### src/rtl/cadr_dbg_pkg.sv
// Shared definitions for the CADR debug microinstruction path:
// FSM state encoding, IR widths and spy word slice indices.
package cadr_dbg_pkg;

  localparam int IR_W      = 49;
  localparam int IR_DATA_W = 48;
  localparam int SPY_W     = 16;

  // Bit positions in words_valid / the strobe vector, matching {hi, mid, lo}.
  localparam int WORD_LO  = 0;
  localparam int WORD_MID = 1;
  localparam int WORD_HI  = 2;

  typedef enum logic [1:0] {
    IDLE  = 2'd0,
    ISSUE = 2'd1,
    EXEC  = 2'd2
  } state_e;

endpackage

### src/rtl/spy_ir_loader_if.sv
// Spy-bus and processor-side signals of the debug IR loader.
// The loader sits on the slave modport; the spy console/CPU model drives master.
interface spy_ir_loader_if;
  import cadr_dbg_pkg::*;

  logic [SPY_W-1:0] spy_in;
  logic             ldirlo;
  logic             ldirmid;
  logic             ldirhi;
  logic             exec_req;
  logic             cpu_accept;
  logic [IR_W-1:0]  ir_dbg;
  logic             idebug;
  logic             busy;
  logic             done;
  logic             err;
  logic [2:0]       words_valid;

  modport master (
    output spy_in, ldirlo, ldirmid, ldirhi, exec_req, cpu_accept,
    input  ir_dbg, idebug, busy, done, err, words_valid
  );

  modport slave (
    input  spy_in, ldirlo, ldirmid, ldirhi, exec_req, cpu_accept,
    output ir_dbg, idebug, busy, done, err, words_valid
  );

endinterface

### src/rtl/ir_parity_gen.sv
// Parity generator for a microinstruction word; shared with the
// microcode RAM write path so both sides compute the same bit.
module ir_parity_gen #(
  parameter int W = 48
) (
  input  logic [W-1:0] data,
  output logic         parity
);

  // XOR-reduce of the data field; all-zero data yields a 0 parity bit.
  assign parity = ^data;

endmodule

### src/rtl/spy_ir_loader.sv
// Debug-side microinstruction producer: assembles a 48-bit IR from three
// spy writes, issues it with idebug, and times its execution.
module spy_ir_loader
  import cadr_dbg_pkg::*;
#(
  parameter int TIMEOUT     = 1024,
  parameter int EXEC_CYCLES = 2,
  parameter int PARITY_EN   = 1,
  parameter int AUTO_CLEAR  = 1
) (
  input  logic          clk,
  input  logic          reset,
  spy_ir_loader_if.slave bus
);

  localparam logic [15:0] TMO_LAST  = 16'(TIMEOUT - 1);
  localparam logic [15:0] EXEC_INIT = 16'(EXEC_CYCLES - 1);

  state_e           state;
  logic [SPY_W-1:0] word_lo;
  logic [SPY_W-1:0] word_mid;
  logic [SPY_W-1:0] word_hi;
  logic [2:0]       words_valid;
  logic [15:0]      tmo_cnt;
  logic [15:0]      exe_cnt;
  logic             done;
  logic             err;

  logic [2:0]           strobe;
  logic [IR_DATA_W-1:0] ir_data;
  logic                 parity;

  assign strobe  = {bus.ldirhi, bus.ldirmid, bus.ldirlo};
  assign ir_data = {word_hi, word_mid, word_lo};

  ir_parity_gen #(
    .W (IR_DATA_W)
  ) u_parity (
    .data   (ir_data),
    .parity (parity)
  );

  // NOTE: every register here, including the word registers, is cleared by
  // reset so ir_dbg is a known value straight out of reset.
  always_ff @(posedge clk) begin
    if (reset) begin
      state       <= IDLE;
      word_lo     <= '0;
      word_mid    <= '0;
      word_hi     <= '0;
      words_valid <= '0;
      tmo_cnt     <= '0;
      exe_cnt     <= '0;
      done        <= 1'b0;
      err         <= 1'b0;
    end else begin
      // NOTE: non-blocking throughout, so the exec_req test below sees the
      // pre-write mask even when a strobe lands in the same cycle.
      done <= 1'b0;
      err  <= 1'b0;
      case (state)
        IDLE: begin
          if (strobe[WORD_LO])  word_lo  <= bus.spy_in;
          if (strobe[WORD_MID]) word_mid <= bus.spy_in;
          if (strobe[WORD_HI])  word_hi  <= bus.spy_in;
          words_valid <= words_valid | strobe;
          if (bus.exec_req) begin
            if (words_valid == 3'b111) begin
              state   <= ISSUE;
              tmo_cnt <= '0;
            end else begin
              err <= 1'b1;
            end
          end
        end
        ISSUE: begin
          // Acceptance on the final timeout cycle still wins over the abort.
          if (bus.cpu_accept) begin
            state   <= EXEC;
            exe_cnt <= EXEC_INIT;
          end else if (tmo_cnt == TMO_LAST) begin
            state <= IDLE;
            err   <= 1'b1;
            if (AUTO_CLEAR != 0) words_valid <= '0;
          end else begin
            tmo_cnt <= tmo_cnt + 16'd1;
          end
        end
        EXEC: begin
          if (exe_cnt == '0) begin
            state <= IDLE;
            done  <= 1'b1;
            if (AUTO_CLEAR != 0) words_valid <= '0;
          end else begin
            exe_cnt <= exe_cnt - 16'd1;
          end
        end
        default: state <= IDLE;
      endcase
    end
  end

  assign bus.ir_dbg      = {(PARITY_EN != 0) ? parity : 1'b0, ir_data};
  assign bus.idebug      = (state == ISSUE) || (state == EXEC);
  assign bus.busy        = (state != IDLE);
  assign bus.done        = done;
  assign bus.err         = err;
  assign bus.words_valid = words_valid;

endmodule

### src/flat_wrapper.sv
// flat-port wrapper written by rule: the top's interface ports become plain ports
module spy_ir_loader_flat import cadr_dbg_pkg::*;
#(
  parameter int TIMEOUT     = 1024,
  parameter int EXEC_CYCLES = 2,
  parameter int PARITY_EN   = 1,
  parameter int AUTO_CLEAR  = 1
)
  (clk, reset, bus_spy_in, bus_ldirlo, bus_ldirmid, bus_ldirhi, bus_exec_req, bus_cpu_accept, bus_ir_dbg, bus_idebug, bus_busy, bus_done, bus_err, bus_words_valid);
  spy_ir_loader_if bus_i ();
  input  logic clk;
  input  logic reset;
  input wire logic [$bits(bus_i.spy_in)-1:0] bus_spy_in;
  input wire logic [$bits(bus_i.ldirlo)-1:0] bus_ldirlo;
  input wire logic [$bits(bus_i.ldirmid)-1:0] bus_ldirmid;
  input wire logic [$bits(bus_i.ldirhi)-1:0] bus_ldirhi;
  input wire logic [$bits(bus_i.exec_req)-1:0] bus_exec_req;
  input wire logic [$bits(bus_i.cpu_accept)-1:0] bus_cpu_accept;
  output wire logic [$bits(bus_i.ir_dbg)-1:0] bus_ir_dbg;
  output wire logic [$bits(bus_i.idebug)-1:0] bus_idebug;
  output wire logic [$bits(bus_i.busy)-1:0] bus_busy;
  output wire logic [$bits(bus_i.done)-1:0] bus_done;
  output wire logic [$bits(bus_i.err)-1:0] bus_err;
  output wire logic [$bits(bus_i.words_valid)-1:0] bus_words_valid;
  assign bus_i.spy_in = bus_spy_in;
  assign bus_i.ldirlo = bus_ldirlo;
  assign bus_i.ldirmid = bus_ldirmid;
  assign bus_i.ldirhi = bus_ldirhi;
  assign bus_i.exec_req = bus_exec_req;
  assign bus_i.cpu_accept = bus_cpu_accept;
  assign bus_ir_dbg = bus_i.ir_dbg;
  assign bus_idebug = bus_i.idebug;
  assign bus_busy = bus_i.busy;
  assign bus_done = bus_i.done;
  assign bus_err = bus_i.err;
  assign bus_words_valid = bus_i.words_valid;
  spy_ir_loader #(.TIMEOUT(TIMEOUT), .EXEC_CYCLES(EXEC_CYCLES), .PARITY_EN(PARITY_EN), .AUTO_CLEAR(AUTO_CLEAR)) u_core (.clk(clk), .reset(reset), .bus(bus_i));
endmodule
### config.mk
export PLATFORM = sky130hd
export DESIGN_NAME = spy_ir_loader_flat
export DESIGN_NICKNAME = d
export VERILOG_FILES = /design/src/rtl/cadr_dbg_pkg.sv /design/src/rtl/spy_ir_loader_if.sv /design/src/rtl/ir_parity_gen.sv /design/src/rtl/spy_ir_loader.sv /design/src/flat_wrapper.sv
export SDC_FILE = /design/constraint.sdc
export NUM_CORES = 1
export LEC_CHECK = 0
export ABC_AREA = 1
export CORE_ASPECT_RATIO = 0.9
export CORE_MARGIN = 2
export CORE_UTILIZATION = 55
export DETAILED_ROUTE_END_ITERATION = 8
export PLACE_DENSITY = 0.86
export SKIP_LAST_GASP = 1
export SLEW_MARGIN = 20
export SYNTH_ARGS = -nofsm -noshare
export SYNTH_HDL_FRONTEND = slang
export SYNTH_HIERARCHICAL = 1
export SYNTH_SLANG_ARGS = --single-unit
### constraint.sdc
create_clock -name clk -period 2 [get_ports clk]
set_input_delay 0.4 -clock clk [delete_from_list [all_inputs] [get_ports clk]]
set_output_delay 0.4 -clock clk [all_outputs]
set_load 0.005 [all_outputs]
==> impl_results.md, run 1 <==
- Most frequent cells in the layout: 274 x nand2_1, 189 x nor2_1, 76 x clkdlybuf4s50_1, 62 x buf_4, 57 x inv_1
- Placer Congestion: 0.9025
- VDD IR max: about 0.56 mV
- Crit. End Element: primary output
- Final WS setup: -100.3 ps
- PwrDens: around 860 nW/µm²
- Tmin final: approximately 2100 ps
- Sequential element share of the synthesized area: around 32%
- Crit path DAT: approximately 1700 ps
- Status: complete, but fails checks
- Starting density of the core: 56.14%
- Vias: 5988
- Slew @ Worst Pin: 552.9 ps
- Worst-path clk slew: roughly 80 ps
- Crit Path Max Fanout: 3
- Area Overhead vs Synth: 35.27%
- R2R cell count: 11
- DRC Markers: 0
- Final Core Density: 75.95%
- Reg-to-Reg End: u_core/tmo_cnt[13]$_SDFFE_PP0P_
- Vias in the first global route: 5234
- Root Buffer: clkbuf_8
- DRT Pass-1 Iters: 5
- Setup-failing EPs final: 1
- Violations in the final reports: setup timing
- Share of layout cells above drive strength 1: roughly 25%
- Total CTS buffers: 9
- Core Area: 9572 µm²
- Total congestion overflow: 0
- Static leakage: between 3 and 4 nW
- TritonCTS clock tree: built
- Bufs and invs on worst path: 2
- Top FF cell, synth: dfxtp_1
- Min-delay src: u_core/tmo_cnt[5]$_SDFFE_PP0P_
- Clock Skew: ~9.3 ps
- Multi-input logic area: 3470 µm²
- Fill cells: 688
- Max_slew headroom: a little over three fifths
- Die width: 108.2 µm
- Row cnt: 34
- Port bufs: between 70 and 80
- Antenna Cells: 0
- Worst EP required: between 1500 and 2000 ps
- DPL Wire Length: 10.29 mm
- CP top delay family: simple AND/OR/NAND/NOR gates
- WS Path Type: flip-flop to primary output
- Avg WL per Cell: 13.00 µm
- Critical path launch point type: flip-flop
- Synth Cell Area: between 5000 and 6000 µm²
- Gr usage total: a little over a quarter
- Max cap viols: 0
- CTS sink count: 87
- Cell Chain, Critical Path: xnor2_2 > nand2_1 > nand2_1 > nand2_1 > nand2_2 > inv_1 > nand2_1 > nand2_1 > nand3_2 > nand2_1 > buf_2
- Final Slew Violations: 0
- Slowest CP cell: dfxtp_2
- Post-synth net total: between 900 and 1000
- I/O pins: around 80
- Highest clock rate: around 480 MHz
- Crit path depth: 11
- Hold Path Depth: 2
- Pin count of the biggest net entering global routing: 50
- H-tree depth: 3
- Ys async rst share: 0%
- Reg2reg setup slack: 230 ps
- Drt total wl: 15.07 mm
- Synth Warn #: 6
- Syn avg cell area: 5.978 µm²
- Clock buffer depth: 2
- Hold Crit Class: flip-flop to flip-flop
- Post-route ant nets: 0
- First-pass GRT wire length: 23.35 mm
- Most common cell after layout, fill and taps aside: nand2_1
- Worst path max stage delay: roughly 360 ps
- Placed Area: approximately 6600 µm²
- Worst Hold End: u_core/tmo_cnt[5]$_SDFFE_PP0P_
- FF/Latch Area: between 1500 and 2000 µm²
- Final instance area: about 7300 µm²
- Nets: 1057
- Final Cycle Share: 105.0%
- Fin. Hold Viols: 0
- Reg2reg start: u_core/tmo_cnt[0]$_SDFFE_PP0P_
- Initial antenna violation count: 0
- Post-synthesis instance total: between 800 and 900
- Library cells used by synthesis: 30
- Die Y: between 90 and 100 µm
- RSZ-0062 raised after global routing: true
- DR vias/cell: 5.167
- FF+latch count, synth: slightly below 90
- Most used cell, CP: nand2_1
- Clk_lat worst skew: 360 ps
- Number of enable flip-flop cells after synthesis: 0
- Initial DRC count: approximately 450
- Die area: 10580 µm²
[worst register-to-register path: cells and delay by family (launching register included)]
family	cells	cell delay, ps
fa+ha+maj	1	210
simple gates	8	780
buf+inv	2	250
flops	1	400
[through the flow]
stage                     std cells  TNS (ps)  setup WS [ps]  hold slack (ps)  power, W
after floorplan                 899         0          367.6            447.5  0.003653
after global placement         1136    -76.31         -76.31            461.9  0.004485
after detailed placement       1136    -146.4         -146.4            468.9  0.004549
after CTS                      1155    -73.70         -73.70            481.7  0.005923
after global routing           1159    -229.7         -229.7            513.0  0.006659
final                          1159    -100.3         -100.3            481.7  0.006229
[flip-flops by register name, indices dropped and copies added (netlist names)]
name                    count
u_core/bus.done             1
u_core/bus.err              1
u_core/bus.words_valid      3
u_core/exe_cnt             16
u_core/state                2
u_core/tmo_cnt             16
u_core/word_hi             16
u_core/word_lo             16
u_core/word_mid            16
[cells in the mapped netlist, types with 2 or more instances]
library cell	count	area, µm²
xor2_1	11	96.34
nand3_1	29	145.1
nand2_4	4	45.04
inv_1	78	292.8
nor3_1	3	15.01
ha_1	6	75.07
nand4_1	9	56.30
nor2_4	3	33.78
a21oi_1	18	90.09
nor2_2	10	62.56
o21ai_0	52	260.3
buf_2	5	25.02
nand3_2	6	60.06
inv_2	3	11.26
nand2_2	7	43.79
nand2_1	325	1220
buf_4	2	15.01
a21oi_2	10	87.58
xnor2_1	14	122.6
dfxtp_1	87	1742
nor3b_1	4	30.03
clkbuf_1	13	48.80
buf_6	2	22.52
nor2_1	192	720.7
[final cells by class]
cell class                 count  share of cell area, %
clock buffer                  10                  1.756
sequential                    87                  25.39
inverter                      84                  4.423
tap                          126                  2.169
timing repair buffer         141                  17.38
multi-input combinational    705                  47.73
clock inverter                 6                  1.153
[worst max path at each step]
stage / startpoint / to / slack [ps]
2_1_floorplan: u_core/word_lo[0]$_SDFFE_PP0P_ / bus_ir_dbg[48] / 370
3_3_place_gp: u_core/word_lo[1]$_SDFFE_PP0P_ / bus_ir_dbg[48] / -80
3_5_place_dp: u_core/word_hi[12]$_SDFFE_PP0P_ / bus_ir_dbg[48] / -150
4_1_cts: u_core/word_lo[8]$_SDFFE_PP0P_ / bus_ir_dbg[48] / -70
5_1_grt: u_core/word_mid[11]$_SDFFE_PP0P_ / bus_ir_dbg[48] / -230
6_report: u_core/word_hi[5]$_SDFFE_PP0P_ / bus_ir_dbg[48] / -100
[cells by family (layout without fill, tap and decap cells)]
family | Yosys count | after routing | share of synthesized area (%)
AOI/OAI and AO/OA | 81 | 81 | 8.242
xor gates and xnor gates | 25 | 25 | 4.075
DFF | 87 | 87 | 32.41
buffers and inverters | 107 | 241 | 8.288
adders and majority gates | 6 | 6 | 1.397
and+or+nand+nor | 593 | 593 | 45.59
[layer usage]
metal	vias to the layer above	routed length, µm	GRT usage [%]
met5	-	0	0
met4	0	293	8.383
met3	28	884	3.004
met2	205	7389	46.15
met1	2737	6504	35.53
li1	3018	-	-
[power by group]
group	switching, W	leakage, nW	internal, W
registers	0.000219	0.734	0.00193
clock network	0.000629	0.110	0.000702
logic	0.00153	2.51	0.00121
[repair_timing]
| item | 4_1_cts | 5_1_grt |
|---|---|---|
| resized for setup | 64 | 106 |
| hold buffers | 0 | 0 |
| setup endpoints to repair | 3 | 13 |
| cloned | 0 | 0 |
| pin swaps | 15 | 40 |
| setup buffers | 3 | 4 |
Note: power is estimated with default switching activity, not from simulation.
==> run 2: changes to the inputs <==
- CTS_CLUSTER_SIZE: default -> 16
- SETUP_SLACK_MARGIN: default -> 0.05
==> run 2 against run 1 <==
Net effect:
- the run still ends with setup timing left
- clock skew about the same
- combinational power about the same
- flip-flop and latch count did not move
- register-to-register slack is essentially flat
- critical path depth is the same
- clock-buffer cell count is the same
- worst hold slack better by 1.3 ps
- sequential power is essentially flat
- critical path type unchanged
- critical endpoint unchanged
==> impl_results.md, run 2 (synthesized netlist as in run 1, its figures left out) <==
- Status: complete, but fails checks
- Violations in the final reports: setup timing
- Crit. End Element: primary output
- Final Cycle Share: 105.0% (about the same)
- Antenna Cells: 0 (unchanged)
- Tmin final: 2100 ps (-0.7227 ps)
- Final Slew Violations: 0 (unchanged)
- Total CTS buffers: 9 (unchanged)
- Setup-failing EPs final: 1 (unchanged)
- DPL Wire Length: 10.29 mm (unchanged)
- Initial DRC count: 497 (+11%)
- Final Non-Filler Cells: 1160 (+0.086%)
- Worst-path clk slew: 80 ps (about the same)
- Post-CTS Hold Buffers: 0 (unchanged)
- H-tree depth: 3 (unchanged)
- Hold slack: 483.0 ps (+1.266 ps)
- Final WS setup: -99.54 ps (+0.7227 ps)
- Avg WL per Cell: 13.03 µm (+0.19%)
- Hold Crit Class: flip-flop to flip-flop
- Die area: 10580 µm² (unchanged)
- Clk_lat worst skew: 360 ps (about the same)
- Placed cells: 1136 (unchanged)
- Fin. Hold Viols: 0 (unchanged)
- Worst EP required: 1600 ps (about the same)
- FF/Latch Area: 1846 µm² (unchanged)
- Most common cell after layout, fill and taps aside: nand2_1
- Fill cells: 687 (-0.15%)
- DRT Pass-1 Iters: 5 (unchanged)
- Worst path max stage delay: 370 ps (about the same)
- Most frequent cells in the layout: 275 x nand2_1, 189 x nor2_1, 75 x clkdlybuf4s50_1, 63 x buf_4, 59 x inv_1
- Gr usage total: 27.00% (+0.056 points)
- CTS sink count: 87 (unchanged)
- Total congestion overflow: 0 (unchanged)
- Cell Chain, Critical Path: xnor2_2 > nand2_1 > nand2_1 > nand2_1 > nand2_2 > inv_1 > nand2_1 > nand2_1 > nand3_2 > nand2_1 > buf_2
- I/O pins: 79 (unchanged)
- Starting density of the core: 56.14% (unchanged)
- Crit path DAT: 1700 ps (about the same)
- Initial antenna violation count: 0 (unchanged)
- Clock buffer depth: 2 (unchanged)
- Multi-input logic area: 3467 µm² (about the same)
- Post-route ant nets: 0 (unchanged)
- Row cnt: 34 (unchanged)
- First-pass GRT wire length: 23.38 mm (+0.15%)
- Vias in the first global route: 5224 (-0.19%)
- Max cap viols: 0 (unchanged)
- Share of layout cells above drive strength 1: 25.24% (-0.22 points)
- Critical path launch point type: flip-flop
- Max_slew headroom: 63.04% (-0.064 points)
- Area Overhead vs Synth: 35.34% (about the same)
- Static leakage: 3.369 nW (+0.34%)
- VDD IR max: 0.5586 mV (+0.32%)
- Slowest CP cell: dfxtp_4
- DR vias/cell: 5.151 (-0.30%)
- Vias: 5975 (-0.22%)
- Die width: 108.2 µm (unchanged)
- Crit Path Max Fanout: 3 (unchanged)
- Nets: 1058 (+0.095%)
- WS Path Type: flip-flop to primary output
- DRC Markers: 0 (unchanged)
- RSZ-0062 raised after global routing: true
- Root Buffer: clkbuf_8
- Die Y: 97.78 µm (unchanged)
- Clock Skew: 8.931 ps (-0.3506 ps)
- Most used cell, CP: nand2_1
- Port bufs: 78 (unchanged)
- Drt total wl: 15.11 mm (+0.27%)
- TritonCTS clock tree: built
- Slew @ Worst Pin: 553.9 ps (+0.9512 ps)
- PwrDens: 856.4 nW/µm² (about the same)
- Highest clock rate: 476.3 MHz (about the same)
- Placer Congestion: 0.9025 (unchanged)
- Pin count of the biggest net entering global routing: 50 (unchanged)
- Core Area: 9572 µm² (unchanged)
## run 2: worst max-delay path: cells and delay by family (launching register included)
family	cells	cell delay, ps
flops	1	370
xor+xnor	1	200
buf+inv	2	160
simple gates	8	590
## run 2: timing repair
| action | CTS | global route |
|---|---|---|
| resized for setup | 65 | 103 |
| pin swaps | 16 | 38 |
| cloned | 0 | 0 |
| endpoints found under the setup margin | 3 | 15 |
| setup buffers | 4 | 4 |
## run 2: final timing paths
path / startpoint / endpoint / slack [ps] / cells after the start
min reg2reg: u_core/tmo_cnt[5]$_SDFFE_PP0P_ / u_core/tmo_cnt[5]$_SDFFE_PP0P_ / 480 / 2
min: u_core/tmo_cnt[5]$_SDFFE_PP0P_ / u_core/tmo_cnt[5]$_SDFFE_PP0P_ / 480 / 2
max reg2reg: u_core/tmo_cnt[0]$_SDFFE_PP0P_ / u_core/tmo_cnt[13]$_SDFFE_PP0P_ / 230 / 11
max: u_core/word_hi[7]$_SDFFE_PP0P_ / bus_ir_dbg[48] / -100 / 11
## run 2: metrics by stage
step	total power [W]	setup TNS, ps	area, µm²	util, %	setup slack, ps
detailed placement	0.004549	-146.4	6619	69.15	-146.4
CTS	0.005923	-73.70	6965	72.77	-73.70
global placement	0.004485	-76.31	6619	69.15	-76.31
global route	0.006654	-219.1	7273	75.99	-219.1
finish	0.006229	-99.54	7273	75.99	-99.54
floorplan	0.003653	0	5374	-	367.6
## run 2: area by class of cell
type / instances / share of cell area (%)
Clock inverter: 6 / 1.153
Clock buffer: 10 / 1.755
Sequential cell: 87 / 25.37
Multi-Input combinational cell: 705 / 47.67
Timing Repair Buffer: 142 / 17.46
Inverter: 84 / 4.421
Tap cell: 126 / 2.168
## run 2: power by group
group | switching (W) | internal [W] | total [W]
clock network | 0.000632 | 0.000702 | 0.00133
logic | 0.00154 | 0.00121 | 0.00274
registers | 0.000219 | 0.00193 | 0.00215
total | 0.00239 | 0.00384 | 0.00623
## run 2: metal layers
metal	share of wire (%)	GRT usage (%)	vias up
li1	-	-	3020
met1	43	35.44	2699
met3	6.7	3.271	31
met5	0	0	-
met4	2.0	8.284	0
met2	49	46.30	225
